## config.mk

```make
export PLATFORM = sky130hd
export DESIGN_NAME = keypad_scanner
export DESIGN_NICKNAME = d
export VERILOG_FILES = /design/src/rtl/keypad_scanner.sv
export SDC_FILE = /design/constraint.sdc
export NUM_CORES = 1
export LEC_CHECK = 0
export CORE_MARGIN = 1.5
export CORE_UTILIZATION = 25
export DETAILED_ROUTE_END_ITERATION = 8
export GPL_TIMING_DRIVEN = 0
export SYNTH_ARGS = -nofsm -noshare
export SYNTH_HDL_FRONTEND = slang
export SYNTH_SLANG_ARGS = --single-unit
```

## constraint.sdc

```tcl
create_clock -name clk -period 3.99 [get_ports clk]
set_input_delay 0.798 -clock clk [delete_from_list [all_inputs] [get_ports clk]]
set_output_delay 0.798 -clock clk [all_outputs]
set_load 0.02 [all_outputs]
```

## src/rtl/keypad_scanner.sv

```systemverilog
// 4x4 matrix keypad scanner: drives columns, synchronizes/debounces rows, emits one-cycle key strobes.
// Optional digit auto-repeat is compiled in when KEYPAD_KEY_REPEAT_EN is defined.
`timescale 1ns/1ps
module keypad_scanner #(
    parameter int SCAN_DIV        = 16,
    parameter int DEBOUNCE_CYCLES = 1000,
    parameter int REPEAT_DELAY    = 50000,
    parameter int REPEAT_PERIOD   = 10000
) (
    input  logic       clk,
    input  logic       nRST,
    input  logic [3:0] row_in,
    output logic [3:0] col_out,
    output logic [3:0] key_code,
    output logic       digit_strobe,
    output logic       op_strobe,
    output logic [1:0] op_code,
    output logic       equal_strobe,
    output logic       clear_strobe,
    output logic       neg_strobe,
    output logic       key_held
);
    localparam int MAX_A = (SCAN_DIV > DEBOUNCE_CYCLES) ? SCAN_DIV : DEBOUNCE_CYCLES;
    localparam int MAX_B = (REPEAT_DELAY > REPEAT_PERIOD) ? REPEAT_DELAY : REPEAT_PERIOD;
    localparam int MAX_P = (MAX_A > MAX_B) ? MAX_A : MAX_B;
    localparam int CW    = $clog2(MAX_P + 1);
    localparam logic [CW-1:0] SCAN_LAST = CW'(SCAN_DIV - 1);
    localparam logic [CW-1:0] DB_LAST   = CW'(DEBOUNCE_CYCLES - 1);

    typedef enum logic [2:0] {SCAN, DEBOUNCE, EMIT, WAIT_REL, REL_DB} state_t;

    state_t        state_q, state_d;
    logic [CW-1:0] cnt_q, cnt_d;
    logic [1:0]    col_q, col_d;
    logic [3:0]    pat_q, pat_d;
    logic [3:0]    sync_q, rs;
    logic          one_low;
    logic [1:0]    key_row;
    logic          is_digit, is_op, is_eq, is_clr, is_neg;
    logic [3:0]    digit_val;
    logic          rep_due;

    assign col_out = ~(4'b0001 << col_q);

    always_comb begin
        one_low = 1'b0;
        case (rs)
            4'b1110, 4'b1101, 4'b1011, 4'b0111: one_low = 1'b1;
            default: one_low = 1'b0;
        endcase
    end

    always_comb begin
        key_row = 2'd3;
        case (pat_q)
            4'b1110: key_row = 2'd0;
            4'b1101: key_row = 2'd1;
            4'b1011: key_row = 2'd2;
            default: key_row = 2'd3;
        endcase
    end

    // Key map decode of the latched (row, column) pair
    always_comb begin
        is_digit  = 1'b0;
        is_op     = 1'b0;
        is_eq     = 1'b0;
        is_clr    = 1'b0;
        is_neg    = 1'b0;
        digit_val = 4'd0;
        if (key_row != 2'd3 && col_q != 2'd3) begin
            is_digit  = 1'b1;
            digit_val = 4'(key_row) * 4'd3 + 4'(col_q) + 4'd1;
        end else if (key_row == 2'd3) begin
            case (col_q)
                2'd0:    is_neg = 1'b1;
                2'd1:    is_digit = 1'b1;
                2'd2:    is_eq = 1'b1;
                default: is_neg = 1'b0;
            endcase
        end else begin
            is_op  = (key_row != 2'd2);
            is_clr = (key_row == 2'd2);
        end
    end

`ifdef KEYPAD_KEY_REPEAT_EN
    localparam logic [CW-1:0] DLY_LAST = CW'(REPEAT_DELAY - 1);
    localparam logic [CW-1:0] PER_LAST = CW'(REPEAT_PERIOD - 1);
    logic [CW-1:0] hcnt_q;
    logic          rep_q;

    // hcnt counts cycles since the last EMIT; only digits advance it, so it cannot wrap
    assign rep_due = is_digit && (hcnt_q == (rep_q ? PER_LAST : DLY_LAST));

    always_ff @(posedge clk) begin
        if (!nRST) begin
            hcnt_q <= '0;
            rep_q  <= 1'b0;
        end else begin
            if (state_q == EMIT)
                hcnt_q <= CW'(1);
            else if (state_q == WAIT_REL && is_digit)
                hcnt_q <= hcnt_q + 1'b1;
            if (state_q == DEBOUNCE)
                rep_q <= 1'b0;
            else if (state_q == WAIT_REL && state_d == EMIT)
                rep_q <= 1'b1;
        end
    end
`else
    assign rep_due = 1'b0;
`endif

    always_comb begin
        state_d = state_q;
        cnt_d   = cnt_q;
        col_d   = col_q;
        pat_d   = pat_q;
        case (state_q)
            SCAN: begin
                if (cnt_q == SCAN_LAST) begin
                    cnt_d = '0;
                    if (one_low) begin
                        pat_d   = rs;
                        state_d = DEBOUNCE;
                    end else begin
                        col_d = col_q + 2'd1;
                    end
                end else begin
                    cnt_d = cnt_q + 1'b1;
                end
            end
            DEBOUNCE: begin
                if (rs != pat_q) begin
                    cnt_d   = '0;
                    state_d = SCAN;
                end else if (cnt_q == DB_LAST) begin
                    cnt_d   = '0;
                    state_d = EMIT;
                end else begin
                    cnt_d = cnt_q + 1'b1;
                end
            end
            EMIT: begin
                cnt_d   = '0;
                state_d = WAIT_REL;
            end
            WAIT_REL: begin
                if (rs == 4'hF) begin
                    cnt_d   = '0;
                    state_d = REL_DB;
                end else if (rep_due) begin
                    state_d = EMIT;
                end
            end
            REL_DB: begin
                if (rs != 4'hF) begin
                    cnt_d   = '0;
                    state_d = WAIT_REL;
                end else if (cnt_q == DB_LAST) begin
                    cnt_d   = '0;
                    col_d   = col_q + 2'd1;
                    state_d = SCAN;
                end else begin
                    cnt_d = cnt_q + 1'b1;
                end
            end
            default: state_d = SCAN;
        endcase
    end

    always_ff @(posedge clk) begin
        if (!nRST) begin
            sync_q  <= 4'hF;
            rs      <= 4'hF;
            state_q <= SCAN;
            cnt_q   <= '0;
            col_q   <= 2'd0;
            pat_q   <= 4'hF;
        end else begin
            sync_q  <= row_in;
            rs      <= sync_q;
            state_q <= state_d;
            cnt_q   <= cnt_d;
            col_q   <= col_d;
            pat_q   <= pat_d;
        end
    end

    always_ff @(posedge clk) begin
        if (!nRST) begin
            key_code     <= 4'd0;
            op_code      <= 2'd0;
            digit_strobe <= 1'b0;
            op_strobe    <= 1'b0;
            equal_strobe <= 1'b0;
            clear_strobe <= 1'b0;
            neg_strobe   <= 1'b0;
            key_held     <= 1'b0;
        end else begin
            digit_strobe <= 1'b0;
            op_strobe    <= 1'b0;
            equal_strobe <= 1'b0;
            clear_strobe <= 1'b0;
            neg_strobe   <= 1'b0;
            if (state_q == EMIT) begin
                digit_strobe <= is_digit;
                op_strobe    <= is_op;
                equal_strobe <= is_eq;
                clear_strobe <= is_clr;
                neg_strobe   <= is_neg;
                if (is_digit) key_code <= digit_val;
                if (is_op)    op_code  <= key_row;
            end
            if (state_d == EMIT)
                key_held <= 1'b1;
            else if (state_q == REL_DB && state_d == SCAN)
                key_held <= 1'b0;
        end
    end
endmodule
```

# After elaboration in Yosys (flattened, before gate mapping)
# Index checks and enable logic that the tools add are counted.
totals:
  in_bits: 6
  output_inout_bits: 16
  ff_bits: 45
  elab_cells: 101
op_classes:
  mux: 31
  shifts: 1
  mul: 1
  n_addsub: 4
  reduce_logical: 17
  n_eq_ne: 29
  bitwise: 4
op_table:
  columns: ["op", "count"]
  rows:
  - ["2-to-1 mux 16 bit", 5]
  - ["case mux 16 bit (5 select lines)", 1]
  - ["equality test 4 bit, second input constant", 7]
  - ["2-to-1 mux 3 bit", 7]
  - ["adder 16 x 1 -> 16 bit, second input constant", 1]
  - ["equality test 16 x 10 -> 1 bit, second input constant", 1]
  - ["equality test 16 x 4 -> 1 bit, second input constant", 1]
  - ["!= test 2 bit, second input constant", 8]
  - ["case mux 3 bit (5 select lines)", 1]
  - ["OR reduction 4 bit", 3]
  - ["2-to-1 mux 1 bit", 10]
  - ["equality test 3 x 2 -> 1 bit, second input constant", 3]
  - ["2-to-1 mux 2 bit", 4]
  - ["AND reduction 2 bit", 4]
  - ["equality test 2 bit, second input constant", 3]
  - ["logical NOT 3 bit", 2]
  - ["case mux 2 bit (3 select lines)", 1]
  - ["AND reduction 5 bit", 1]
  - ["nonzero test 5 bit", 1]
  - ["adder 4 x 1 -> 4 bit, second input constant", 1]
  - ["adder 4 x 2 -> 4 bit", 1]
  - ["equality test 4 x 3 -> 1 bit, second input constant", 1]
  - ["multiplier 2 x 2 -> 4 bit, second input constant", 1]
  - ["2-to-1 mux 4 bit", 1]
  - ["other kinds (14)", 18]

# Logic depth before layout (Yosys ltp)
# Gate-level depths: netlist of the first run.
depth:
  ltp_word: 10
  depth_mapped: 10
  depth_no_buf: 10

# Least setup slack after synthesis of the first run
# No wires, ideal clock.
synth_timing:
  path_kind: "register to register"
  from: "register pat_q[1]"
  to: "register key_code[1]"
  arrival_time_ns: 1.923
  required_time_ns: 3.873
  slack_ns: 1.949
  stages_incl_launch_ff: 9
  path_cell_list: "dfxtp_1 nand4b_1 ha_1 ha_1 inv_1 fa_1 inv_1 a22oi_1 nor2_1"
synth_between:
  elab_chain_cells: 6
  elab_cells_between_ends: 14
  classes_between: "add/sub: 2; mul: 1; eq/ne: 5; mux: 4; reduce/logical: 2"
synth_lines:
  columns: ["item", "line_no", "rtl"]
  rows:
  - ["start: declaration", "35", "logic [3:0] pat_q, pat_d;"]
  - ["start signal: assignment", "187", "pat_q <= pat_d;"]
  - ["equality test 4 bit", "55", "case (pat_q)"]
  - ["case mux 2 bit (3 select lines) *", "55", null]
  - ["multiplier 2 x 2 -> 4 bit, or another cell as far along", "73", "digit_val = 4'(key_row) * 4'd3 + 4'(col_q) + 4'd1;"]
  - ["adder 4 x 2 -> 4 bit, or another cell as far along", "73", null]
  - ["adder 4 x 1 -> 4 bit or 2-to-1 mux 1 bit (tied branches)", "73, 71", null]
  - ["2-to-1 mux 4 bit or AND reduction 2 bit (tied branches)", null, null]
  - ["end signal: assignment", "213", "if (is_digit) key_code <= digit_val;"]
  - ["end: declaration", "14", "output logic [3:0] key_code,"]
# Mark *: on every way between the ends. The rest lies on a longest branch, timed or not.
# A chain may end at the register's enable or synchronous reset.

# Worst setup path after layout of the first run
layout_timing:
  from: "register col_q[0]"
  to: "output col_out[0]"
layout_between:
  elab_chain_cells: 2
layout_lines:
  columns: ["item", "line_no", "rtl"]
  rows:
  - ["start: declaration", "34", "logic [1:0] col_q, col_d;"]
  - ["start signal: assignment", "186", "col_q <= col_d;"]
  - ["left shift 1 x 2 -> 4 bit", "43", "assign col_out = ~(4'b0001 << col_q);"]
  - ["inverter 4 bit", "43", null]
  - ["end: declaration", "13", "output logic [3:0] col_out,"]
# Every way passes these cells.

==> metrics.md, run 1 <==
| Metric | Value |
|---|---|
| Final core occ | 31.08% |
| Commonest cells after routing, fill and taps aside | dfxtp_1, nor2_1, nand2_1 |
| Post-Route WL | 4.673 mm |
| RSZ-0062 raised after global routing | no |
| Kind of critical path | reg2out |
| Vias in the first global route | 1764 |
| GPL Wtd Cong | ~0.77 |
| Syn Inst Count | 259 |
| Nets | 305 |
| Worst setup path start | col_q[0]$_SDFFE_PN0P_ |
| R2r worst-path depth | 8 |
| DR iter-0 viols | between 60 and 70 |
| Crit-path max cell delay | 0.60 ns |
| Synthesized flop and latch total | 45 |
| Commonest non-fill, non-tap cell in the layout | dfxtp_1 |
| Clock Path Buffers | 2 |
| Chip height | 99.38 µm |
| Hold endpoint | rs[0]$_SDFF_PN1_ |
| Startpoint Class | flip-flop |
| Syn_nets | roughly 280 |
| Slowest CP cell | clkdlybuf4s50_1 |
| Worst skew pair latency | 0.30 ns |
| Row count | 34 |
| Vias after detailed routing | 1859 |
| Most common cell on crit path | inv_1 |
| Avg Synthesized Cell Area | 8.966 µm² |
| Max H-tree Level | 2 |
| GR Util All Layers | 9.962% |
| Core ar. | 8848 µm² |
| Initial antenna violation count | 0 |
| R2R Setup Slk | around 1.8 ns |
| IO Port Bufs | 21 |
| Clock Skew | 0.01108 ns |
| Static Leak | 0.9643 nW |
| Post-route setup TNS | 0 ns |
| WL met3 | 153 µm |
| Met2 WL | 2.105 mm |
| Crit path max-delay family | buffers and inverters |
| Logic pwr share | under 10% |
| Req. time, crit path | 3.19 ns |
| Clock share of power | 35.4% |
| Reg power frac | around 60% |
| Max frequency | approximately 0.40 GHz |
| Reg2reg start | pat_q[1]$_SDFFE_PN1P_ |
| Initial Utilization | 26.24% |
| Outcome | finished clean |
| Largest net degree at the start of global routing | 14 |
| Hold crit path type | reg2reg |
| Total internal power | 0.5946 mW |
| Period minus WS final | 2.531 ns |
| R2R Path End | key_code[1]$_SDFFE_PN0P_ |
| # diodes | 0 |
| Post CTS Setup Buffer Count | 0 |
| Peak VDD IR | ~0.15 mV |
| Layout cell share with drive strength beyond 1 | 8.333% |
| Worst slack, placed | 1.638 ns |
| Fillers | around 960 |
| Vias per std cell | about 4.7 |
| Die ar. | 9876 µm² |
| Placed wire-length estimate | 3.454 mm |
| Final worst slack | between 1 and 1.5 ns |
| Seq/Total Area, Yosys | 38.79% |
| Buf+Inv Stages, Crit Path | 3 |
| CTS Buf Count | 5 |
| Area Overhead vs Synth | 18.43% |
| Async set or reset register ratio after synthesis | 0% |
| Relative slew slack | a little under three fifths |
| Clk sinks | 45 |
| Post-CTS sizing | 0 |
| DRC Markers | 0 |
| # IOs | 22 |
| Pre-antenna DRT Iters | 4 |
| Die width | 99.38 µm |
| Crit Path Max Fanout | 5 |
| CTS Hold Bufs | 0 |
| Yosys cell types | 51 |
| P_sw | 0.1764 mW |
| Final setup violation count | 0 |
| EDFF count, synth | 0 |
| Pins Over Slew Limit | 0 |
| Critical path endpoint category | output pin |
| Worst Hold Launch | sync_q[0]$_SDFF_PN1_ |
| Switching part of the total power | a little under a quarter |
| Grt total ovfl | 0 |
| WL met1 | 2.359 mm |
| Final Hold Viols | 0 |
| ANT nets after route | 0 |
| First-pass GRT wire length | 8.183 mm |
| WP data arrival | 1.73 ns |
| Worst-path cell chain | inv_1, ha_1, inv_1, clkdlybuf4s50_1 |
| Uppermost layer routed | met4 |
| CTS tree | yes |
| Avg WL per Cell | 11.80 µm |
| Hold path depth | 1 |
| Root Driver | clkbuf_8 |
| Final Cycle Share | a little under two thirds |
| Clock transition at path regs | 0.08 ns |
| Syn. warnings | 0 |
| Synthesized cell area | 2322 µm² |
| Total of max-cap violations | 0 |
| Pwr per Cell Area | between 200 and 300 nW/µm² |
| Slew of the pin with the lowest slew margin | 0.6605 ns |
| Top_reg_cell synth | dfxtp_1 |
[stage by stage]
stage	area [µm²]	cells	total power [mW]	hold WS (ns)
floorplan	2322	259	0.4961	0.3863
global route	2750	396	0.8053	0.4289
detailed placement	2668	388	0.5093	0.3957
CTS	2750	396	0.7837	0.4164
finish	2750	396	0.7710	0.4105
global placement	2668	388	0.5086	0.3959
[metal layers]
metal / up-vias / track usage [%]
li1: 961 / -
met5: - / 0
met1: 868 / 13.51
met4: 0 / 3.250
met2: 25 / 15.96
met3: 5 / 1.897
[state kept, by name (all words and copies together), names as in the netlist]
name,count
cnt_q,16
key_code,4
pat_q,4
rs,4
sync_q,4
state_q,3
col_q,2
op_code,2
clear_strobe,1
digit_strobe,1
equal_strobe,1
key_held,1
neg_strobe,1
op_strobe,1
[power groups by stage]
| stage | sequential, mW | combinational, mW | clock [mW] |
|---|---|---|---|
| 2_1_floorplan | 0.469 | 0.0274 | 0 |
| 3_3_place_gp | 0.470 | 0.0389 | 0 |
| 3_5_place_dp | 0.470 | 0.0394 | 0 |
| 4_1_cts | 0.459 | 0.0396 | 0.285 |
| 5_1_grt | 0.461 | 0.0446 | 0.300 |
| 6_report | 0.459 | 0.0388 | 0.273 |
[cells in the mapped netlist (all sizes together), types with 4 or more instances]
master,n,area [µm²]
ha,11,137.6
nand2,23,86.33
nand4b,5,43.79
mux2i,6,60.06
nand4,8,50.05
nand3,5,25.02
buf,6,38.79
nor4,5,61.31
inv,13,48.80
dfxtp,45,900.9
nand2b,13,81.33
o211ai,4,30.03
xnor2,14,122.6
and3,6,37.54
o21ai,10,53.80
xor2,4,35.03
nor3,7,35.03
nor2,26,97.59
a21oi,7,35.03
[kinds of logic after synthesis]
family | count (synthesis) | share of synthesized area, %
and+or+nand+nor | 115 | 28.23
AOI/OAI and AO/OA | 40 | 12.39
adders and majority gates | 12 | 6.789
muxes | 6 | 2.586
xor gates and xnor gates | 18 | 6.789
DFF | 45 | 38.79
buffers and inverters | 23 | 4.418
[layout make-up]
class / instances / area [µm²] / area share (%)
well taps: 108 / 135.1 / 4.914
flip-flops and latches: 45 / 900.9 / 32.76
clock inverters: 2 / 10.01 / 0.3640
plain buffers: 9 / 50.05 / 1.820
multi-input cells: 191 / 1319 / 47.95
clock buffers: 6 / 72.57 / 2.639
repair buffers: 21 / 210.2 / 7.643
inverters: 14 / 52.55 / 1.911
[worst max path at each step]
| stage | end | cells after the start |
|---|---|---|
| 2_1_floorplan | key_code[1]$_SDFFE_PN0P_ | 8 |
| 3_3_place_gp | equal_strobe$_SDFF_PP0_ | 4 |
| 3_5_place_dp | neg_strobe$_SDFF_PP0_ | 4 |
| 4_1_cts | col_out[0] | 4 |
| 5_1_grt | col_out[0] | 4 |
| 6_report | col_out[0] | 4 |
(Power assumes the default switching activity.)
==> run 2: changes to the inputs <==
clock period = 2.59 ns   (was 3.99 ns; I/O delays follow)
==> results of run 2 <==
The final DEF is identical to that of run 1. Status: finished clean.
Among the figures that moved: setup slack after placement 1.638 ns -> 0.4021 ns; setup slack after layout 1.459 ns -> 0.3389 ns; register-to-register setup slack 1.77 ns -> 0.37 ns; total power 0.7710 mW -> 1.188 mW; worst IR drop on VDD 0.1460 mV -> 0.2249 mV
